--- config.mk ---
export PLATFORM = sky130hd
export DESIGN_NAME = ram8
export DESIGN_NICKNAME = d
export VERILOG_FILES = /design/src/rtl/ram8_pkg.sv /design/src/rtl/dmux8way.sv /design/src/rtl/ram8.sv
export SDC_FILE = /design/constraint.sdc
export NUM_CORES = 1
export LEC_CHECK = 0
export BUFFER_PORTS_ARGS = -buffer_cell sky130_fd_sc_hd__buf_2
export CORE_UTILIZATION = 35
export DETAILED_ROUTE_END_ITERATION = 12
export GPL_TIMING_DRIVEN = 0
export PLACE_DENSITY = 0.59
export SYNTH_ARGS = -nofsm -noshare
export SYNTH_HDL_FRONTEND = slang
export SYNTH_SLANG_ARGS = --single-unit
--- constraint.sdc ---
create_clock -name clk -period 6.4 [get_ports clk]
set_input_delay 0.32 -clock clk [delete_from_list [all_inputs] [get_ports clk]]
set_output_delay 0.32 -clock clk [all_outputs]
set_load 0.01 [all_outputs]
--- src/rtl/ram8_pkg.sv ---
// ============================================================================
//  Module      : ram8_pkg
//  Description : Shared constants and types for the ram8 register file.
//  Revision    : 1.0
// ============================================================================
`default_nettype none

package ram8_pkg;

    localparam int RAM8_WORDS  = 8;
    localparam int RAM8_ADDR_W = 3;

    typedef logic [RAM8_ADDR_W-1:0] ram8_addr_t;

endpackage : ram8_pkg

`default_nettype wire

--- src/rtl/dmux8way.sv ---
// ============================================================================
//  Module      : dmux8way
//  Description : Generic 1-to-8 demultiplexer built as a two-level dmux tree.
//  Revision    : 1.0
// ============================================================================
`default_nettype none

module dmux8way
    import ram8_pkg::*;
(
    input  logic             in,
    input  ram8_addr_t       sel,
    output logic [RAM8_WORDS-1:0] out
);

    logic [1:0] w_half;
    logic [3:0] w_quarter;

    // Pure AND gating: an unknown select can only yield 0 or X, never a stray 1.
    assign w_half[0] = in & ~sel[2];
    assign w_half[1] = in &  sel[2];

    assign w_quarter[0] = w_half[0] & ~sel[1];
    assign w_quarter[1] = w_half[0] &  sel[1];
    assign w_quarter[2] = w_half[1] & ~sel[1];
    assign w_quarter[3] = w_half[1] &  sel[1];

    for (genvar k = 0; k < 4; k++) begin : g_leaf
        assign out[2*k]   = w_quarter[k] & ~sel[0];
        assign out[2*k+1] = w_quarter[k] &  sel[0];
    end

endmodule : dmux8way

`default_nettype wire

--- src/rtl/ram8.sv ---
// ============================================================================
//  Module      : ram8
//  Description : Eight-word register file, async clear, combinational read.
//  Revision    : 1.0
// ============================================================================
`default_nettype none

module ram8
    import ram8_pkg::*;
#(
    parameter int WIDTH      = 16,
    parameter int DEPTH_LOG2 = 3
) (
    input  logic             clk,
    input  logic             reset,
    input  logic [WIDTH-1:0] in,
    input  logic             load,
    input  ram8_addr_t       address,
    output logic [WIDTH-1:0] out
);

    if (DEPTH_LOG2 != RAM8_ADDR_W) begin : g_bad_depth
        $error("ram8: DEPTH_LOG2 must be 3");
    end

    logic [RAM8_WORDS-1:0] w_sel;
    logic [WIDTH-1:0]      r_word [RAM8_WORDS];

    dmux8way u_load_dmux (
        .in  (load),
        .sel (address),
        .out (w_sel)
    );

    always_ff @(posedge clk or posedge reset) begin
        if (reset) begin
            for (int i = 0; i < RAM8_WORDS; i++) begin
                r_word[i] <= '0;
            end
        end else begin
            for (int i = 0; i < RAM8_WORDS; i++) begin
                if (w_sel[i]) begin
                    r_word[i] <= in;
                end
            end
        end
    end

    // No bypass: a same-address write shows up only after the edge.
    assign out = r_word[address];

endmodule : ram8

`default_nettype wire

==> Yosys cells after proc, flatten, opt, wreduce, memory -nomap -nowiden <==
Cells that the tools add are included.
{ "totals": {"reg_bits": 128, "in_bits": 22, "out_inout_bits": 16, "word_cells": 30} }
{ "classes": {"n_lt_le_gt_ge": 1, "n_mux": 3, "n_bitwise": 18} }
{ "ops": {"columns": ["cell", "count"], "rows": [
  ["binary-select mux 16 bit (select 3 bit)", 1],
  ["two-way mux 16 bit", 2],
  ["bitwise AND 1 bit", 14],
  ["greater-or-equal comparator 4 bit, second input constant", 1],
  ["inverter 3 -> 4 bit", 1],
  ["inverter 1 bit", 3]
]} }

==> Logic depth before layout (Yosys ltp) <==
Gate-level depths: netlist of the first run.
{ "logic_depth": {"ltp_word": 4, "depth_mapped": 5, "mapped_depth_nobuf": 2} }

==> Modules after synthesis <==
Synthesis of the first run repeated with hierarchy kept, for this count alone.
{ "unflattened": {"cells_unflattened": 339, "hier_area_um2": 5878.1} }
{ "modules_own_cells": {"columns": ["module", "n_inst", "cells_each", "area_per_inst_um2", "seq_area_each_um2"], "rows": [
  ["ram8", 1, 331, 5781.8, 3203.1],
  ["dmux8way", 1, 8, 96.3, 0.0]
]} }

==> Least setup slack after synthesis of the first run <==
Ideal clock, no wire load.
{ "synth_timing": {"path_kind": "input to output", "from": "input address[2]", "to": "output out[15]", "arrival_time_ps": 1435, "t_required_ps": 6080, "setup_slack_ps": 4645, "cell_stages": 5, "path_buffers": 3, "cell_sequence": "buf_6 buf_4 buf_2 mux4_2 mux2_2"} }
{ "synth_between": {"elab_chain_cells": 4} }
{ "synth_lines": {"columns": ["element", "line", "rtl"], "rows": [
  ["start, declared", "ram8.sv:18", "input ram8_addr_t address,"],
  ["inverter 3 -> 4 bit (not written as such)", "ram8.sv:50", "assign out = r_word[address];"],
  ["binary-select mux 16 bit (select 3 bit)", "ram8.sv:50", null],
  ["two-way mux 16 bit (not written as such) (2 in series)", "ram8.sv:50", null],
  ["end, declared", "ram8.sv:19", "output logic [WIDTH-1:0] out"]
]} }
No other way between the ends. The select of a mux whose other input is x is not followed.

==> Worst setup path after layout of the first run <==
Ends and elaborated chain as after synthesis.

==> results of run 1 <==
-- area by class of cell --
| class | instances | area [µm²] | share of cell area |
|---|---|---|---|
| sequential | 128 | 3203 | 0.4480 |
| multi-input combinational | 184 | 2609 | 0.3649 |
| clock buffer | 18 | 429.2 | 0.06003 |
| tap | 220 | 275.3 | 0.03850 |
| timing repair buffer | 38 | 217.7 | 0.03045 |
| clock inverter | 14 | 215.2 | 0.03010 |
| buffer | 22 | 191.4 | 0.02678 |
| inverter | 1 | 8.758 | 0.001225 |
-- routing by layer --
| metal | vias to the layer above | routed length, µm | GRT usage |
|---|---|---|---|
| li1 | 1426 | - | - |
| met1 | 1729 | 5587 | 0.1960 |
| met2 | 41 | 6095 | 0.2499 |
| met3 | 18 | 320 | 0.03257 |
| met4 | 2 | 158 | 0.05556 |
| met5 | - | 13 | 0 |
-- worst max-delay path: stages --
cell and delay [ps]:
sky130_fd_sc_hd__buf_2 110, sky130_fd_sc_hd__buf_6 180, sky130_fd_sc_hd__buf_4 250, sky130_fd_sc_hd__buf_2 370, sky130_fd_sc_hd__mux4_2 370, sky130_fd_sc_hd__mux2_2 290
sky130_fd_sc_hd__buf_2 140
-- per-stage QoR --
step	hold slack (ps)	area (µm²)
2_1_floorplan	451.7	6007
3_3_place_gp	467.5	6462
3_5_place_dp	370.3	6495
4_1_cts	226.8	7149
5_1_grt	235.7	7149
6_report	233.5	7149
-- cell families after synthesis --
logic type	count (synthesis)
DFF	128
and+or+nand+nor	8
muxes	176
buffers and inverters	23
-- final timing paths --
check | from | cells past startpoint | slack, ps | endpoint
setup reg to reg | r_word[42] | 1 | 5610 | r_word[42]
hold / removal | in[10] | 2 | 230 | r_word[42]
max in group asynchronous | reset | 4 | 5180 | r_word[65]
min in group asynchronous | reset | 3 | 460 | r_word[58]
hold reg to reg | r_word[19] | 1 | 500 | r_word[19]
setup / recovery | address[2] | 7 | 4040 | out[15]
-- layout by cell type, fill, tap and decap left out --
cell type                       count
sky130_fd_sc_hd__dlygate4sd3_1      1
sky130_fd_sc_hd__clkbuf_1           1
sky130_fd_sc_hd__clkinv_2           3
sky130_fd_sc_hd__and4bb_2           3
sky130_fd_sc_hd__mux4_2             2
sky130_fd_sc_hd__nand4b_4           3
sky130_fd_sc_hd__mux2_1             1
sky130_fd_sc_hd__buf_8              1
sky130_fd_sc_hd__clkinv_4           4
sky130_fd_sc_hd__buf_12             1
sky130_fd_sc_hd__inv_6              1
sky130_fd_sc_hd__buf_2             44
sky130_fd_sc_hd__bufinv_16          5
sky130_fd_sc_hd__nand4_4            1
sky130_fd_sc_hd__dfrtp_1          128
sky130_fd_sc_hd__mux4_1            30
sky130_fd_sc_hd__nor4b_4            1
sky130_fd_sc_hd__buf_6              7
sky130_fd_sc_hd__buf_4              5
sky130_fd_sc_hd__clkbuf_16         17
sky130_fd_sc_hd__mux2_2           143
sky130_fd_sc_hd__buf_16             1
sky130_fd_sc_hd__clkinvlp_4         2
-- where the power goes --
part,switching [µW],total (µW),internal [µW]
Clock,357,1050,691
Combinational,154,421,268
Sequential,76.3,1060,988
==> summary.txt, run 1 <==
Status
  – Status: finished clean

Cells and area
  – Final Net Count: between 400 and 500
  – Antenna diode instance count: 0
  – Fraction of final layout cells sized beyond drive strength 1: 0.6025
  – Non-filler instance count after layout: 625
  – Largest register by flop count: r_word
  – Share of the core filled with cells in the final layout: 0.4296
  – Area Growth Syn to Fin: 19.02%
  – Number of flip-flops under the largest register name: about 130
  – Final-layout fill cell count: 1468
  – Largest registers ranked by flip-flop count: r_word (128)

Die
  – DIE WIDTH: 133.0 µm
  – Area of the die: 0.01769 mm²
  – Starting utilization of the core area: 0.3610
  – Floorplan Core Area: 0.01664 mm²
  – Count of boundary I/O pins: 38
  – Count of standard-cell rows: 47
  – Die Y-Extent: 133.0 µm

CTS
  – Number of buffers created by CTS: 17
  – Number of instances resized during post-cts repair: 0
  – Number of H-tree levels: 4
  – Total number of clock tree sinks: 128
  – Post-CTS setup repair buffer count: 0
  – Maximum buffer depth of the clock tree: 2
  – Master cell of the clock root buffer: sky130_fd_sc_hd__clkbuf_16
  – CTS Hold Buffers Added: 1
  – CTS clk-pin slew, worst paths: 60 ps
  – Clk_lat worst skew: around 410 ps
  – TritonCTS clock tree: done

Logic synthesis
  – Main combinational cell family by area after synthesis: multiplexers
  – Largest area contributor in the netlist: sky130_fd_sc_hd__dfrtp_1
  – Cell Area, Synth: between 0.006 and 0.007 mm²
  – Xor and xnor fraction of the mapped netlist area: 0
  – Synthesized area per cell: 17.93 µm²
  – Number of flops mapped to enable cells by yosys: 0
  – Most common library cells after synthesis: sky130_fd_sc_hd__mux2_2 (143), sky130_fd_sc_hd__dfrtp_1 (128), sky130_fd_sc_hd__mux4_1 (30)
  – Register bit total from synthesis: about 130
  – YS warnings: 0
  – Synthesized net count: 357
  – FFs w/ async S/R, synth: 1.000
  – Share of the synthesized area in the top cell type: 0.5332
  – Simple-gate area share of the yosys netlist: 0.02562
  – Adder and majority gate portion of the synthesized area: 0
  – Gate Count Post-Synth: 335
  – Sequential share of the synthesized area: 0.5332
  – Share of the synthesized area in compound gates (AO/OA/AOI/OAI): 0
  – Distinct cells, synth: 15
  – Leading cell types by total area after synthesis: sky130_fd_sc_hd__dfrtp_1 (53%), sky130_fd_sc_hd__mux2_2 (27%), sky130_fd_sc_hd__mux4_1 (13%)
  – Main flop type after synthesis: sky130_fd_sc_hd__dfrtp_1
  – Most frequent cell after synthesis: sky130_fd_sc_hd__mux2_2
  – Mux contribution to synthesized area: 0.4087

GRT
  – Via count of the first global-routing pass: 3446
  – Global-route usage over all layers: 0.1516
  – Wire length of the first global-routing pass: ~20 mm
  – Leftover overflow at the end of global routing: 0
  – Antenna violations before repair: 1
  – Maximum number of pins on one net before global-route repair: 86

Job
  – Number of max-cap violations: 0

Power and ir drop
  – Leakage Power: 0.003145 µW
  – Cell area power density: 354.3 mW/mm²
  – Post-layout power: 2533 µW
  – Worst vdd ir: 0.1767 mV

Timing
  – Skew final: 0 ps
  – Highest clock frequency the design can meet: 423.3 MHz
  – Pin slew with the least headroom to its limit: approximately 670 ps
  – Final worst-path cycle share: 0.3692
  – Crit path time final: 2363 ps
  – Setup slack of the critical path after layout: 4037 ps
  – Final Setup Violations: 0
  – Setup repair after global routing missed its margin: no
  – Pins Over Slew Limit: 0
  – Final hold violations: 0
  – Relative slew margins: 0.5502
  – Setup_tns: 0 ps

Place
  – Global placer's final weighted congestion: 0.7014
  – Number of input and output port buffers inserted: 36
  – DP Worst Slack: 4046 ps
  – Post-placement cell count: approximately 590
  – Placed wire-length estimate after detailed placement: roughly 7.9 mm

Detailed routing
  – Routed Antenna Nets: 0
  – Wire length after detailed routing: approximately 12 mm
  – Average detailed-routed wire length per instance: 19.48 µm
  – First-iteration detailed-routing DRC count: about 130
  – DRC violations left: 0
  – Via count: 3216
  – Via density per instance: 5.146
  – Total iterations of the first detailed-routing run: 5

Setup path
  – Critical path arrival: 2040 ps
  – Required arrival time at the worst endpoint: 6080 ps
  – Critical path start-end classification: in2out
  – Crit Path Max Fanout: 10
  – Critical path endpoint category: primary output
  – Sort of element at the start of the critical path: input port

Hold path
  – Worst hold-check path type: in2reg
Power figures use the tool's default switching activity.
==> inputs of run 2 (changes only) <==
--- a/config.mk
+++ b/config.mk
@@ -9,7 +9,7 @@
 export CORE_UTILIZATION = 35
 export DETAILED_ROUTE_END_ITERATION = 12
 export GPL_TIMING_DRIVEN = 0
-export PLACE_DENSITY = 0.59
+export PLACE_DENSITY = 0.61
 export SYNTH_ARGS = -nofsm -noshare
 export SYNTH_HDL_FRONTEND = slang
 export SYNTH_SLANG_ARGS = --single-unit
==> constraint.sdc (replaced) <==
create_clock -name clk -period 2.15 [get_ports clk]
set_input_delay 0.1075 -clock clk [delete_from_list [all_inputs] [get_ports clk]]
set_output_delay 0.1075 -clock clk [all_outputs]
set_load 0.01 [all_outputs]
==> run 2 against run 1 <==
  * Cell area fell by 0.63%
  * Hold slack lost 200 ps
  * Worst setup slack worse by 3800 ps
  * Sequential power rose to 3.0 times the previous value
  * Via count decreased by 0.84%
  * First-iteration DRC count grew 29%
  * Sequential share of layout area increased by 0.28 points
  * Clock skew stayed put
  * Critical path type unchanged
  * Largest cell class unchanged
==> summary.txt, run 2 (same netlist as run 1, synthesis figures left out) <==
Place
  – Placed wire-length estimate after detailed placement: 7.911 mm (was 7.855 mm)
  – Global placer's final weighted congestion: 0.6729 (was 0.7014)
  – Post-DP Area: 0.006526 mm² (was 0.006495 mm²)
  – DP Worst Slack: 208.3 ps (was 4046 ps)
  – Number of input and output port buffers inserted: 36 (unchanged)

Setup path
  – Largest delay contributor family on the critical path: buffers and inverters (unchanged)
  – Critical path launch point: address[2] (unchanged)
  – Critical path start-end classification: in2out (unchanged)
  – Critical path endpoint category: primary output (unchanged)
  – Worst-path cell with the longest stage delay: sky130_fd_sc_hd__mux4_1 (was sky130_fd_sc_hd__buf_2)
  – Required arrival time at the worst endpoint: 2040 ps (was 6080 ps)
  – List of cells traversed by the critical path: buf_2, buf_6, buf_4, buf_2, mux4_1, mux2_2, buf_2 (was buf_2, buf_6, buf_4, buf_2, mux4_2, mux2_2, buf_2)
  – Cell repeated most along the worst path: sky130_fd_sc_hd__buf_2 (unchanged)
  – Crit Path Max Fanout: 10 (unchanged)
  – Critical path's largest stage delay: 380 ps (was 370 ps)
  – Source of the worst register-to-register timing path: r_word[42] (unchanged)
  – Number of buffer and inverter stages on the critical path: 5 (unchanged)
  – Sort of element at the start of the critical path: input port (unchanged)
  – Critical path arrival: 1810 ps (was 2040 ps)

Timing
  – Relative slew margins: 0.5636 (was 0.5502)
  – Pins Over Slew Limit: 0 (unchanged)
  – Worst Hold Margin: 33.04 ps (was 233.5 ps)
  – Setup repair after global routing missed its margin: no (unchanged)
  – Pin slew with the least headroom to its limit: 651.8 ps (was 671.9 ps)
  – Final worst-path cycle share: 0.8931
  – Highest clock frequency the design can meet: 520.8 MHz
  – Final hold violations: 0 (unchanged)
  – Skew final: 0 ps (unchanged)
  – Setup slack of the critical path after layout: 229.8 ps (was 4037 ps)
  – Crit path time final: 1920 ps
  – Final Setup Violations: 0 (unchanged)

Cells and area
  – Largest registers ranked by flip-flop count: r_word (128) (unchanged)
  – Final Net Count: 416 (was 414)
  – Area Growth Syn to Fin: 18.27% (was 19.02%)
  – Most common cell after layout, fill and taps aside: sky130_fd_sc_hd__mux2_2 (unchanged)
  – Fraction of final layout cells sized beyond drive strength 1: 0.6044 (was 0.6025)
  – Number of flip-flops under the largest register name: 128 (unchanged)
  – Antenna diode instance count: 0 (unchanged)
  – Finished Cell Area: 0.007104 mm² (was 0.007149 mm²)
  – Final-layout fill cell count: 1470 (was 1468)
  – Largest register by flop count: r_word (unchanged)
  – Share of the core filled with cells in the final layout: 0.4269 (was 0.4296)
  – Commonest non-fill, non-tap cells in the layout: sky130_fd_sc_hd__mux2_2 (143), sky130_fd_sc_hd__dfrtp_1 (128), sky130_fd_sc_hd__buf_2 (44), sky130_fd_sc_hd__mux4_1 (30), sky130_fd_sc_hd__clkbuf_16 (17) (unchanged)

GRT
  – Leftover overflow at the end of global routing: 0 (unchanged)
  – Maximum number of pins on one net before global-route repair: 41 (was 86)
  – Antenna violations before repair: 0 (was 1)
  – Wire length of the first global-routing pass: 19.78 mm (was 19.87 mm)
  – Via count of the first global-routing pass: 3393 (was 3446)
  – Global-route usage over all layers: 0.1525 (was 0.1516)

Detailed routing
  – Via count: 3189 (was 3216)
  – Total iterations of the first detailed-routing run: 4 (was 5)
  – First-iteration detailed-routing DRC count: 165 (was 128)
  – Wire length after detailed routing: 12.33 mm (was 12.18 mm)
  – Routed Antenna Nets: 0 (unchanged)
  – Via density per instance: 5.086 (was 5.146)
  – DRC violations left: 0 (unchanged)
  – Average detailed-routed wire length per instance: 19.66 µm (was 19.48 µm)

Die
  – Floorplan Core Area: 0.01664 mm² (unchanged)
  – DIE WIDTH: 133.0 µm (unchanged)
  – Starting utilization of the core area: 0.3610 (unchanged)
  – Area of the die: 0.01769 mm² (unchanged)
  – Count of standard-cell rows: 47 (unchanged)
  – Count of boundary I/O pins: 38 (unchanged)
  – Die Y-Extent: 133.0 µm (unchanged)

CTS
  – Master cell of the clock root buffer: sky130_fd_sc_hd__clkbuf_16 (unchanged)
  – Number of buffers created by CTS: 17 (unchanged)
  – Total number of clock tree sinks: 128 (unchanged)
  – CTS Hold Buffers Added: 1 (unchanged)
  – Post-CTS setup repair buffer count: 0 (unchanged)
  – Maximum buffer depth of the clock tree: 2 (unchanged)
  – Number of H-tree levels: 4 (unchanged)
  – CTS clk-pin slew, worst paths: 60 ps (about the same)
  – Clk_lat worst skew: 400 ps (was 410 ps)
  – Number of instances resized during post-cts repair: 0 (unchanged)
  – TritonCTS clock tree: done (unchanged)

Power and ir drop
  – Cell area power density: 1006 mW/mm² (was 354.3 mW/mm²)
  – Leakage Power: 0.003107 µW (was 0.003145 µW)
  – Post-layout power: 7144 µW (was 2533 µW)
  – Worst vdd ir: 0.5873 mV (was 0.1767 mV)

Job
  – Number of max-cap violations: 0 (unchanged)

Hold path
  – Worst hold-check path type: in2reg (unchanged)
  – Startpoint of the most critical hold path: in[8] (was in[10])

Status
  – Status: finished clean (unchanged)
## run 2: layout make-up
| cell class | count | area, µm² | area share |
|---|---|---|---|
| multi-input cells | 184 | 2609 | 0.3672 |
| clock buffers | 20 | 456.7 | 0.06428 |
| clock inverters | 12 | 111.4 | 0.01567 |
| repair buffers | 40 | 250.2 | 0.03522 |
| well taps | 220 | 275.3 | 0.03875 |
| inverters | 1 | 7.507 | 0.001057 |
| flip-flops and latches | 128 | 3203 | 0.4509 |
| plain buffers | 22 | 191.4 | 0.02695 |
## run 2: where the power goes
part           total (µW)  internal, µW  leakage (µW)  switching (µW)
Sequential           3170          2940       0.00154             233
Combinational        1260           803       0.00131             460
Clock                2710          1650      0.000261            1060
## run 2: worst paths after layout
path	endpoint	slack [ps]	cells after the start
max	out[10]	230	7
min	r_word[120]	30	2
max reg2reg	r_word[42]	1350	1
min reg2reg	r_word[100]	500	1
max in group asynchronous	r_word[119]	970	5
min in group asynchronous	r_word[78]	320	3
## run 2: metrics by stage
stage               cells  TNS [ps]
floorplan             335         0
global placement      591    -30800
detailed placement    594         0
CTS                   627         0
global route          627         0
finish                627         0
## run 2: routing by layer
layer / global-route usage / up-vias / routed length (µm)
li1: - / 1429 / -
met1: 0.1989 / 1706 / 5696
met2: 0.2499 / 41 / 6208
met3: 0.03180 / 13 / 250
met4: 0.05683 / 0 / 169
met5: 0 / - / 0
==> inputs of run 3 (changes only) <==
--- a/config.mk
+++ b/config.mk
@@ -5,7 +5,9 @@
 export SDC_FILE = /design/constraint.sdc
 export NUM_CORES = 1
 export LEC_CHECK = 0
+export ABC_AREA = 1
 export BUFFER_PORTS_ARGS = -buffer_cell sky130_fd_sc_hd__buf_2
+export CAP_MARGIN = 20
 export CORE_UTILIZATION = 35
 export DETAILED_ROUTE_END_ITERATION = 12
 export GPL_TIMING_DRIVEN = 0
==> run 3 against run 2 <==
  * Register-to-register slack gained 120 ps
  * Clock power rose by 8.9%
  * Worst setup slack improved by 180 ps
  * Clock-buffer cell count increased by 2
  * Maximum frequency rose by 11%
  * Critical path type unchanged
  * Largest power group unchanged
==> summary.txt, run 3 <==
Timing
  – Skew final: 0 ps (unchanged)
  – Setup repair after global routing missed its margin: no (unchanged)
  – Relative slew margins: 0.5601 (was 0.5636)
  – Final hold violations: 0 (unchanged)
  – Worst Hold Margin: 153.6 ps (was 33.04 ps)
  – Setup slack of the critical path after layout: 413.2 ps (was 229.8 ps)
  – Pin slew with the least headroom to its limit: 659.9 ps (was 651.8 ps)
  – Final worst-path cycle share: 0.8078 (was 0.8931)
  – Final Setup Violations: 0 (unchanged)
  – Setup_tns: 0 ps (unchanged)
  – Pins Over Slew Limit: 0 (unchanged)
  – Highest clock frequency the design can meet: 575.8 MHz (was 520.8 MHz)
  – Crit path time final: 1737 ps (was 1920 ps)

Setup path
  – Worst reg2reg setup slack: 1470 ps (was 1350 ps)
  – Critical path endpoint category: primary output (unchanged)
  – Critical path launch point: address[0] (was address[2])
  – List of cells traversed by the critical path: buf_2, buf_2, clkbuf_1, nand2_1, nand3_1, nand2_1, nand2_1, nand2_1, buf_2 (was buf_2, buf_6, buf_4, buf_2, mux4_1, mux2_2, buf_2)
  – Sort of element at the start of the critical path: input port (unchanged)
  – Critical path start-end classification: in2out (unchanged)
  – Crit Path Max Fanout: 10 (unchanged)
  – Source of the worst register-to-register timing path: r_word[7] (was r_word[42])
  – Number of buffer and inverter stages on the critical path: 4 (was 5)
  – Cell repeated most along the worst path: sky130_fd_sc_hd__nand2_1 (was sky130_fd_sc_hd__buf_2)
  – Required arrival time at the worst endpoint: 2040 ps (about the same)
  – Largest delay contributor family on the critical path: buffers and inverters (unchanged)
  – Critical path arrival: 1630 ps (was 1810 ps)
  – Worst-path cell with the longest stage delay: sky130_fd_sc_hd__clkbuf_1 (was sky130_fd_sc_hd__mux4_1)
  – Critical path's largest stage delay: 540 ps (was 380 ps)

Die
  – Area of the die: 0.01837 mm² (was 0.01769 mm²)
  – DIE WIDTH: 135.5 µm (was 133.0 µm)
  – Starting utilization of the core area: 0.3595 (was 0.3610)
  – Count of standard-cell rows: 48 (was 47)
  – Floorplan Core Area: 0.01736 mm² (was 0.01664 mm²)
  – Die Y-Extent: 135.5 µm (was 133.0 µm)
  – Count of boundary I/O pins: 38 (unchanged)

Logic synthesis
  – Leading cell types by total area after synthesis: sky130_fd_sc_hd__dfrtp_1 (51%), sky130_fd_sc_hd__nand2_1 (20%), sky130_fd_sc_hd__o21ai_0 (10%) (was sky130_fd_sc_hd__dfrtp_1 (53%), sky130_fd_sc_hd__mux2_2 (27%), sky130_fd_sc_hd__mux4_1 (13%))
  – Most common library cells after synthesis: sky130_fd_sc_hd__nand2_1 (337), sky130_fd_sc_hd__inv_1 (149), sky130_fd_sc_hd__dfrtp_1 (128) (was sky130_fd_sc_hd__mux2_2 (143), sky130_fd_sc_hd__dfrtp_1 (128), sky130_fd_sc_hd__mux4_1 (30))
  – Share of the synthesized area in the top cell type: 0.5133 (was 0.5332)
  – Number of flops mapped to enable cells by yosys: 0 (unchanged)
  – Most frequent cell after synthesis: sky130_fd_sc_hd__nand2_1 (was sky130_fd_sc_hd__mux2_2)
  – Synthesized net count: 886 (was 357)
  – Sequential share of the synthesized area: 0.5133 (was 0.5332)
  – FFs w/ async S/R, synth: 1.000 (unchanged)
  – Gate Count Post-Synth: 864 (was 335)
  – YS warnings: 0 (unchanged)
  – Register bit total from synthesis: 128 (unchanged)
  – Distinct cells, synth: 13 (was 15)
  – Main flop type after synthesis: sky130_fd_sc_hd__dfrtp_1 (unchanged)
  – Cell Area, Synth: 0.006240 mm² (was 0.006007 mm²)
  – Synthesized area per cell: 7.222 µm² (was 17.93 µm²)
  – Largest area contributor in the netlist: sky130_fd_sc_hd__dfrtp_1 (unchanged)

GRT
  – Leftover overflow at the end of global routing: 0 (unchanged)
  – Global-route usage over all layers: 0.2140 (was 0.1525)
  – Wire length of the first global-routing pass: 28.96 mm (was 19.78 mm)
  – Via count of the first global-routing pass: 5248 (was 3393)
  – Antenna violations before repair: 0 (unchanged)
  – Maximum number of pins on one net before global-route repair: 40 (was 41)

CTS
  – Maximum buffer depth of the clock tree: 2 (unchanged)
  – CTS clk-pin slew, worst paths: 50 ps (was 60 ps)
  – Master cell of the clock root buffer: sky130_fd_sc_hd__clkbuf_16 (unchanged)
  – Post-CTS setup repair buffer count: 0 (unchanged)
  – Number of H-tree levels: 4 (unchanged)
  – Total number of clock tree sinks: 128 (unchanged)
  – TritonCTS clock tree: done (unchanged)
  – Number of buffers created by CTS: 17 (unchanged)
  – Clk_lat worst skew: 420 ps (was 400 ps)

Cells and area
  – Fraction of final layout cells sized beyond drive strength 1: 0.09139 (was 0.6044)
  – Final Net Count: 961 (was 416)
  – Commonest non-fill, non-tap cells in the layout: sky130_fd_sc_hd__nand2_1 (337), sky130_fd_sc_hd__inv_1 (148), sky130_fd_sc_hd__dfrtp_1 (128), sky130_fd_sc_hd__o21ai_0 (127), sky130_fd_sc_hd__nand3_1 (69) (was sky130_fd_sc_hd__mux2_2 (143), sky130_fd_sc_hd__dfrtp_1 (128), sky130_fd_sc_hd__buf_2 (44), sky130_fd_sc_hd__mux4_1 (30), sky130_fd_sc_hd__clkbuf_16 (17))
  – Share of the core filled with cells in the final layout: 0.4341 (was 0.4269)
  – Most common cell after layout, fill and taps aside: sky130_fd_sc_hd__nand2_1 (was sky130_fd_sc_hd__mux2_2)
  – Largest registers ranked by flip-flop count: r_word (128) (unchanged)
  – Largest register by flop count: r_word (unchanged)
  – Area Growth Syn to Fin: 20.75% (was 18.27%)
  – Number of flip-flops under the largest register name: 128 (unchanged)
  – Antenna diode instance count: 0 (unchanged)

Detailed routing
  – Routed Antenna Nets: 0 (unchanged)
  – Wire length after detailed routing: 17.82 mm (was 12.33 mm)
  – DRC violations left: 0 (unchanged)
  – Via density per instance: 4.737 (was 5.086)
  – First-iteration detailed-routing DRC count: 403 (was 165)
  – Via count: 5575 (was 3189)
  – Total iterations of the first detailed-routing run: 5 (was 4)
  – Average detailed-routed wire length per instance: 15.14 µm (was 19.66 µm)

Power and ir drop
  – Leakage Power: 0.004056 µW (was 0.003107 µW)
  – Post-layout power: 7267 µW (was 7144 µW)
  – Worst vdd ir: 0.5306 mV (was 0.5873 mV)
  – Cell area power density: 964.4 mW/mm² (was 1006 mW/mm²)

Hold path
  – Worst hold-check path type: in2reg (unchanged)
  – Startpoint of the most critical hold path: address[0] (was in[8])

Status
  – Status: finished clean (unchanged)

Job
  – Number of max-cap violations: 0 (unchanged)

Place
  – Placed wire-length estimate after detailed placement: 12.41 mm (was 7.911 mm)
  – DP Worst Slack: 387.2 ps (was 208.3 ps)
  – Global placer's final weighted congestion: 0.8129 (was 0.6729)
  – Number of input and output port buffers inserted: 36 (unchanged)
-- run 3: cells by family after synthesis --
group	share of synthesized area
flip-flops	0.5133
AO/OA/AOI/OAI	0.1027
buffers and inverters	0.1223
AND/OR/NAND/NOR	0.2617
-- run 3: routing by layer --
layer / wire length, µm / part of all wire / GRT usage / up-vias
met5: 0 / 0 / 0 / -
met4: 189 / 0.011 / 0.06117 / 0
met3: 888 / 0.050 / 0.04227 / 18
met2: 7838 / 0.44 / 0.3245 / 126
met1: 8906 / 0.50 / 0.3081 / 2660
li1: - / - / - / 2771
-- run 3: timing repair --
item,4_1_cts,5_1_grt
hold endpoints to repair,38,0
resized for setup,0,0
hold buffers,17,0
-- run 3: per-stage QoR --
step	cell area, µm²	cells
5_1_grt	7535	1177
3_5_place_dp	6765	1128
6_report	7535	1177
4_1_cts	7535	1177
3_3_place_gp	6705	1125
2_1_floorplan	6243	864
-- run 3: cell type report --
class,instances,area (µm²)
plain buffers,48,200.2
clock buffers,22,464.2
clock inverters,10,135.1
fillers,1794,9822
inverters,150,566.8
multi-input cells,538,2273
flip-flops and latches,128,3203
well taps,225,281.5
repair buffers,56,410.4
-- run 3: worst min-delay path, stage by stage --
cell	delay, ps
sky130_fd_sc_hd__buf_2	130
sky130_fd_sc_hd__nand4_1	180
sky130_fd_sc_hd__nand2_1	60
sky130_fd_sc_hd__o21ai_0	60
-- run 3: final timing paths --
check / depth (start not counted) / to
max in group asynchronous: 5 / r_word[117]
max reg2reg: 2 / r_word[7]
max: 9 / out[2]
min in group asynchronous: 3 / r_word[45]
min reg2reg: 2 / r_word[76]
min: 4 / r_word[13]
-- run 3: power breakdown --
part	switching (µW)	total (µW)	leakage, µW	internal, µW
logic	771	1240	0.00217	464
clock network	1070	2950	0.000282	1880
registers	213	3080	0.00160	2870
